## src/rtl/pri_encoder_hs.sv

```systemverilog
// Registered priority encoder with sticky request capture, per-line masking,
// fixed or round-robin arbitration and a valid/ready output handshake.
module pri_encoder_hs #(
    parameter int unsigned N     = 8,
    parameter int unsigned IDX_W = 3
) (
    input  logic             clk,
    input  logic             rst_n,
    input  logic             enable,
    input  logic [N-1:0]     data_in,
    input  logic [N-1:0]     mask,
    input  logic             rr_mode,
    output logic [IDX_W-1:0] data_out,
    output logic             out_valid,
    input  logic             out_ready,
    output logic [N-1:0]     pending,
    output logic             irq
);

    localparam int unsigned LAST_IDX = N - 1;

    logic [N-1:0]     pending_q,   pending_d;
    logic             out_valid_q, out_valid_d;
    logic [IDX_W-1:0] data_out_q,  data_out_d;
    logic [IDX_W-1:0] ptr_q,       ptr_d;

    logic             accept_c;
    logic             slot_free_c;
    logic [N-1:0]     clr_vec_c;
    logic [N-1:0]     elig_c;
    logic [IDX_W-1:0] fixed_win_c;
    logic [IDX_W-1:0] rr_win_c;

    // Handshake, clear vector and eligible set from the current registers
    always_comb begin
        accept_c    = out_valid_q & out_ready;
        slot_free_c = ~out_valid_q | accept_c;
        clr_vec_c   = '0;
        if (accept_c) begin
            clr_vec_c[data_out_q] = 1'b1;
        end
        elig_c = pending_q & ~mask & ~clr_vec_c;
    end

    // Fixed priority: later (higher) indices overwrite, so the highest set bit wins
    always_comb begin
        fixed_win_c = '0;
        for (int unsigned i = 0; i < N; i++) begin
            if (elig_c[IDX_W'(i)]) begin
                fixed_win_c = IDX_W'(i);
            end
        end
    end

    // Round-robin: scan distance N-1 down to 0 below ptr so the nearest set bit wins
    always_comb begin
        int unsigned p;
        int unsigned idx;
        p        = 32'(ptr_q);
        idx      = 0;
        rr_win_c = '0;
        for (int unsigned k = N; k > 0; k--) begin
            idx = (p >= (k - 1)) ? (p - (k - 1)) : (p + N - (k - 1));
            if (elig_c[IDX_W'(idx)]) begin
                rr_win_c = IDX_W'(idx);
            end
        end
    end

    // Next-state: sticky capture (set beats clear), selection into a free slot, pointer rotate
    always_comb begin
        pending_d   = (pending_q & ~clr_vec_c) | (data_in & {N{enable}});
        out_valid_d = out_valid_q;
        data_out_d  = data_out_q;
        ptr_d       = ptr_q;

        if (slot_free_c) begin
            if (enable && (|elig_c)) begin
                out_valid_d = 1'b1;
                data_out_d  = rr_mode ? rr_win_c : fixed_win_c;
            end else begin
                out_valid_d = 1'b0;
            end
        end

        if (accept_c && rr_mode) begin
            ptr_d = (data_out_q == '0) ? IDX_W'(LAST_IDX) : (data_out_q - IDX_W'(1));
        end
    end

    // State registers
    always_ff @(posedge clk or negedge rst_n) begin
        if (!rst_n) begin
            pending_q   <= '0;
            out_valid_q <= 1'b0;
            data_out_q  <= '0;
            ptr_q       <= IDX_W'(LAST_IDX);
        end else begin
            pending_q   <= pending_d;
            out_valid_q <= out_valid_d;
            data_out_q  <= data_out_d;
            ptr_q       <= ptr_d;
        end
    end

    assign data_out  = data_out_q;
    assign out_valid = out_valid_q;
    assign pending   = pending_q;
    assign irq       = |(pending_q & ~mask);

endmodule
```

## config.mk

```make
export PLATFORM = sky130hd
export DESIGN_NAME = pri_encoder_hs
export DESIGN_NICKNAME = d
export VERILOG_FILES = /design/src/rtl/pri_encoder_hs.sv
export SDC_FILE = /design/constraint.sdc
export NUM_CORES = 1
export LEC_CHECK = 0
export BUFFER_PORTS_ARGS = -buffer_cell sky130_fd_sc_hd__buf_2
export CORE_MARGIN = 2
export CORE_UTILIZATION = 41
export CTS_CLUSTER_DIAMETER = 200
export DETAILED_ROUTE_END_ITERATION = 8
export GPL_TIMING_DRIVEN = 0
export PLACE_DENSITY = 0.58
export SKIP_LAST_GASP = 1
export SLEW_MARGIN = 20
export SYNTH_ARGS = -nofsm -noshare
export SYNTH_HDL_FRONTEND = slang
export SYNTH_SLANG_ARGS = --single-unit
```

## constraint.sdc

```tcl
create_clock -name clk -period 3.47 [get_ports clk]
set_input_delay 0.5205 -clock clk [delete_from_list [all_inputs] [get_ports clk]]
set_output_delay 0.5205 -clock clk [all_outputs]
set_load 0.05 [all_outputs]
```

======== Yosys cells after proc, flatten, opt, wreduce, memory -nomap -nowiden ========
Index checks and enable logic that the tools add are counted.
storage, ports and cells
  flip-flop bits (word level) ............. 15
  input port bits ......................... 21
  output and inout bits ................... 13
  word-level logic and storage cells ...... 98
cells by class
  add/sub/neg operators ................... 16
  magnitude comparators ................... 17
  mux-type cells .......................... 44
  bitwise gates (word level) .............. 10
  reductions and logical operators ........ 7
operators with widths
  cell                   count
  $mux W3                22
  $lt A3 B4 Y1 const B   9
  $and A8 B8 Y8          4
  $bmux W1 S3            8
  $sub A3 B3 Y3 const B  8
  $not A8 Y8             2
  $reduce_or A8 Y1       2
  $ge A3 B3 Y1 const B   4
  $sub A3 B2 Y3 const B  4
  $mux W1                11
  $sub A3 B1 Y3 const B  3
  $mux W8                1
  $or A8 B8 Y8           1
  $ge A3 B1 Y1 const B   2
  $ge A3 B2 Y1 const B   2
  $add A3 B1 Y3 const B  1
  $demux W1 S3           1
  $logic_and A1 B1 Y1    3
  $logic_not A3 Y1       1
  $mux W2                1
  $reduce_and A2 Y1      1
  $and A1 B1 Y1          1
  $not A1 Y1             1
  $or A1 B1 Y1           1

======== Longest topological paths before layout ========
  word-level depth ........................ 18
  mapped depth ............................ 11
  depth with buffers taken out ............ 9

======== Least setup slack after synthesis ========
Ideal clock, no wire load.
  path type ............................... register to register
  from .................................... register data_out_q[2], in the netlist data_out[2]
  to ...................................... register data_out_q[0], in the netlist data_out[0]
  setup time .............................. 0.082 ns
  arrival ................................. 2.685 ns
  data required time ...................... 3.388 ns
  setup slack ............................. 0.703 ns
  stages on the path, launching flop included .. 9
  buffers on the path ..................... 1
  clock period less this slack ............ 2.767 ns
  cells stage by stage .................... dfrtp_1 buf_6 and4bb_4 a21boi_2 mux4_2 mux2_4 a221o_1 a211o_1 a31oi_1
between the ends
  cells in the longest elaborated chain, start to end .. 18
  elaborated cells on any way between the ends .. 43
  classes of those cells .................. order compare (2); mux (35); bitwise (2); reduce/logical (4)
ends and longest elaborated chain
  item                                                                       RTL line  RTL
  start, declared                                                            24        logic [IDX_W-1:0] data_out_q, data_out_d;
  start signal, assigned                                                     101       data_out_q <= data_out_d;
  $lt A3 B4 Y1 (implied by the code) / $ge A3 B1 Y1 (equally long branches)  40        clr_vec_c[data_out_q] = 1'b1;
  $logic_and A1 B1 Y1 (implied by the code)                                  40
  $mux W1 (implied by the code)                                              40
  $demux W1 S3 *                                                             40
  $mux W8 *                                                                  39        if (accept_c) begin
  $not A8 Y8 *                                                               42        elig_c = pending_q & ~mask & ~clr_vec_c;
  $and A8 B8 Y8 *                                                            42
  $bmux W1 S3                                                                64        if (elig_c[IDX_W'(idx)]) begin
  $mux W1 (implied by the code)                                              64
  $mux W3 (8 in series)                                                      64
  $mux W3                                                                    80        data_out_d = rr_mode ? rr_win_c : fixed_win_c;
Mark *: on every way between the ends. The rest lies on a longest branch, timed or not. The select of a mux whose other input is x is not followed.
A chain may end at the register's enable or synchronous reset.

======== Worst setup path in the final report ========
  from .................................... register ptr_q[1]
  to ...................................... register data_out_q[1], in the netlist data_out[1]
between the ends
  cells in the longest elaborated chain, start to end .. 14
  elaborated cells on any way between the ends .. 54
  classes of those cells .................. add/sub (15); order compare (7); mux (32)
ends and longest elaborated chain
  item                           RTL line  RTL
  start, declared                25        logic [IDX_W-1:0] ptr_q, ptr_d;
  start signal, assigned         97        ptr_q <= IDX_W'(LAST_IDX);
  start signal, assigned         102       ptr_q <= ptr_d;
  $add A3 B1 Y3                  n/a
  $sub A3 B3 Y3                  63        idx = (p >= (k - 1)) ? (p - (k - 1)) : (p + N - (k - 1));
  $mux W3                        63
  $bmux W1 S3                    64
  $mux W1 (implied by the code)  64
  $mux W3 (7 in series)          64
  $mux W3 *                      64
  $mux W3 *                      80
Marked as above.

==> flow_metrics.env <==
export IMPL_worst_path_buf_inv=4
export IMPL_syn_avg_cell_area_um2=8.70
export IMPL_ys_ff_latch=15
export IMPL_synth_top_area_share_pct=15.7
export IMPL_crit_chain="clkbuf_8 > inv_1 > ha_1 > clkbuf_8 > clkbuf_1 > nor3_1 > a2111oi_0 > a21oi_1 > o2111ai_1 > a31oi_1"
export IMPL_area_delta_synth_final_pct=14.1
export IMPL_seq_area_frac_synth_pct=19.8
export IMPL_relSlewSlack_pct=57.5
export IMPL_cts_tree="built"
export IMPL_via_count=1861
export IMPL_hold_viol_final=0
export IMPL_first_global_vias=1728
export IMPL_rsz0062_at_grt="no"
export IMPL_drc=0
export IMPL_synthTopCellsByArea="dfrtp_1, mux2i_1, nand2_1"
export IMPL_core_um2=4410
export IMPL_power_mw=2.39
export IMPL_ys_async_sr_fraction_pct=100
export IMPL_synthSimpleGateAreaFrac_pct=22.0
export IMPL_finClkSkew_ns=0.00689
export IMPL_yosys_warnings=0
export IMPL_finalSetupTns_ns=0
export IMPL_portBuffers=32
export IMPL_initial_core_util_pct=43.4
export IMPL_drive_above_1_share_pct=28.1
export IMPL_drtIter0Drc=150
export IMPL_path_class="register to register"
export IMPL_dieArea_um2=5230
export IMPL_fill_cells=425
export IMPL_synth_xor_area_share_pct=2.29
export IMPL_firstDrtPassIters=4
export IMPL_period_needed_ns=2.97
export IMPL_synth_compound_area_share_pct=24.5
export IMPL_htreeDepth=1
export IMPL_powerDensity_nw_per_um2=1090
export IMPL_synth_largest_area_cell="dfrtp_1"
export IMPL_crit_top_cell="clkbuf_8"
export IMPL_cts_max_path_buffers=2
export IMPL_root_buffer="clkbuf_8"
export IMPL_slew_viol_final=0
export IMPL_dp_slack_ns=0.574
export IMPL_fin_nets=282
export IMPL_diodes=0
export IMPL_cp_end_kind="register"
export IMPL_cts_buffers=3
export IMPL_critPathSlowestCell="dfstp_2"
export IMPL_antenna_found_initial=0
export IMPL_hp_class="input port to asynchronous set/reset pin"
export IMPL_cp_max_fo=10
export IMPL_grt_max_degree=16
export IMPL_hold_buffers=0
export IMPL_setup_violations_final=0
export IMPL_ys_top_cells_by_count="nand2_1, a21oi_1, mux2i_1"
export IMPL_finalCritPeriodShare_pct=85.6
export IMPL_synth_edff_count=0
export IMPL_leakagePower_nw=0.954
export IMPL_syn_cell_area_um2=1910
export IMPL_muxShareOfSynthArea_pct=20.3
export IMPL_worst_ir_drop_vdd_uv=390
export IMPL_cp_arrival_ns=3.10
export IMPL_status="complete, no violations"
export IMPL_synth_nets=245
export IMPL_die_w_um=72.3
export IMPL_grt_total_usage_pct=20.2
export IMPL_tightest_slew_ns=0.634
export IMPL_path_clk_slew_ns=0.07
export IMPL_globalplace_congestion=0.855
export IMPL_synth_top_family_by_area="compound AO/OA/AOI/OAI gates"
export IMPL_worstPathRequired_ns=3.60
export IMPL_max_freq_ghz=0.337
export IMPL_synth_most_common_cell="nand2_1"
export IMPL_post_cts_buffers=0
export IMPL_clock_latency_ns=0.25
export IMPL_postSynthCellCount=220
export IMPL_hold_ws_ns=0.158
export IMPL_ys_types=60
export IMPL_numClockSinks=15
export IMPL_ys_flop_type="dfrtp_1"
export IMPL_detail_route_antenna_nets=0
export IMPL_drt_wirelength_per_cell_um=16.6
export IMPL_dp_hpwl_um=4050
export IMPL_viasPerCell=6.04
export IMPL_fin_ws_ns=0.499
export IMPL_stdcell_area_um2=2180
export IMPL_r2r_setup_slack_ns=0.50
export IMPL_worst_setup_path_start_kind="register"
export IMPL_cts_resized=0
export IMPL_pin_count=34
export IMPL_post_dp_cell_area_um2=2140
export IMPL_grt_pass1_wl_um=8540
export IMPL_grt_overflow_total=0
export IMPL_num_rows=24
export IMPL_die_height_um=72.3
export IMPL_cpLargestDelayFamily="compound AO/OA/AOI/OAI gates"
export IMPL_slowest_delay_ns=0.54
export IMPL_cap_viol_max_count=0
export IMPL_synthAdderAreaFrac_pct=2.61
export IMPL_wirelength_um=5110
==> layer usage <==
| layer | global-route usage (%) | vias to the layer above | wire length (um) |
|---|---|---|---|
| met5 | 0 | - | 0 |
| met1 | 31.7 | 888 | 2490 |
| met2 | 29.7 | 63 | 2320 |
| li1 | - | 908 | - |
| met3 | 3.61 | 2 | 291 |
| met4 | 2.10 | 0 | 6 |
==> registers in the layout, summed over array words and instances (netlist names) <==
register   count
pending        8
data_out       3
out_valid      1
ptr_q          3
==> final timing paths <==
check | depth (start not counted) | end | from
setup / recovery | 10 | data_out[1]$_DFFE_PN0P_ | ptr_q[1]$_DFFE_PN1P_
hold / removal | 1 | data_out[0]$_DFFE_PN0P_ | rst_n
setup reg to reg | 10 | data_out[1]$_DFFE_PN0P_ | ptr_q[1]$_DFFE_PN1P_
hold reg to reg | 1 | pending[0]$_DFF_PN0_ | pending[0]$_DFF_PN0_
max in group asynchronous | 1 | ptr_q[1]$_DFFE_PN1P_ | rst_n
min in group clk | 3 | pending[2]$_DFF_PN0_ | data_in[2]
==> where the power goes <==
part | switching, mW | total, mW | leakage [nW] | internal, mW
registers | 0.0683 | 0.320 | 0.152 | 0.251
clock network | 0.0633 | 0.145 | 0.0228 | 0.0814
logic | 1.13 | 1.92 | 0.779 | 0.788
total | 1.27 | 2.39 | 0.954 | 1.12
==> metrics by stage <==
stage	utilization, %	cells
after floorplan	-	220
final	49.5	308
after detailed placement	48.5	304
after CTS	49.5	308
after global placement	48.5	304
after global routing	49.5	308
==> logic make-up (layout without fill, tap and decap cells) <==
family	after synthesis	count (layout)
mux	28	28
xor+xnor	5	5
buf+inv	22	58
flops	15	15
simple gates	81	81
fa+ha+maj	4	4
compound gates	65	65
==> cells in the final DEF (no fill, tap or decap), types with 2 or more instances in the layout <==
master    count
o41ai_1       3
mux4_1        2
dfstp_2       3
and4b_1       2
a21boi_2      3
nor3_1       11
a221oi_1      3
nand4_1       3
mux4_2        5
dfrtp_1      12
nor2_1       13
clkbuf_1      4
or2b_2        3
mux2i_1      15
buf_2        32
nand2_1      32
nor2b_1       2
xor2_1        2
mux2_2        4
a22o_1        4
buf_6         3
a21boi_1      2
and2b_2       4
o21ai_0       9
clkbuf_8      8
a22oi_1       4
inv_1         9
xnor2_1       3
a21oi_1      15
ha_1          4
a31oi_1       2
nand3_1       3
o22ai_1       4
==> worst register-to-register path, stage by stage, from the launching register on <==
cell       delay (ns)
dfstp_2          0.54
clkbuf_8         0.16
inv_1            0.14
ha_1             0.32
clkbuf_8         0.15
clkbuf_1         0.39
nor3_1           0.18
a2111oi_0        0.51
a21oi_1          0.13
o2111ai_1        0.22
a31oi_1          0.11
==> area by class of cell <==
cell class / instances / area, um^2 / share of cell area [%]
repair buffers: 32 / 160 / 7.33
inverters: 10 / 37.5 / 1.72
clock buffers: 4 / 45.0 / 2.06
well taps: 52 / 65.1 / 2.98
multi-input cells: 183 / 1370 / 62.9
flip-flops and latches: 15 / 379 / 17.4
plain buffers: 12 / 124 / 5.67
Note: power is estimated with default switching activity, not from simulation.
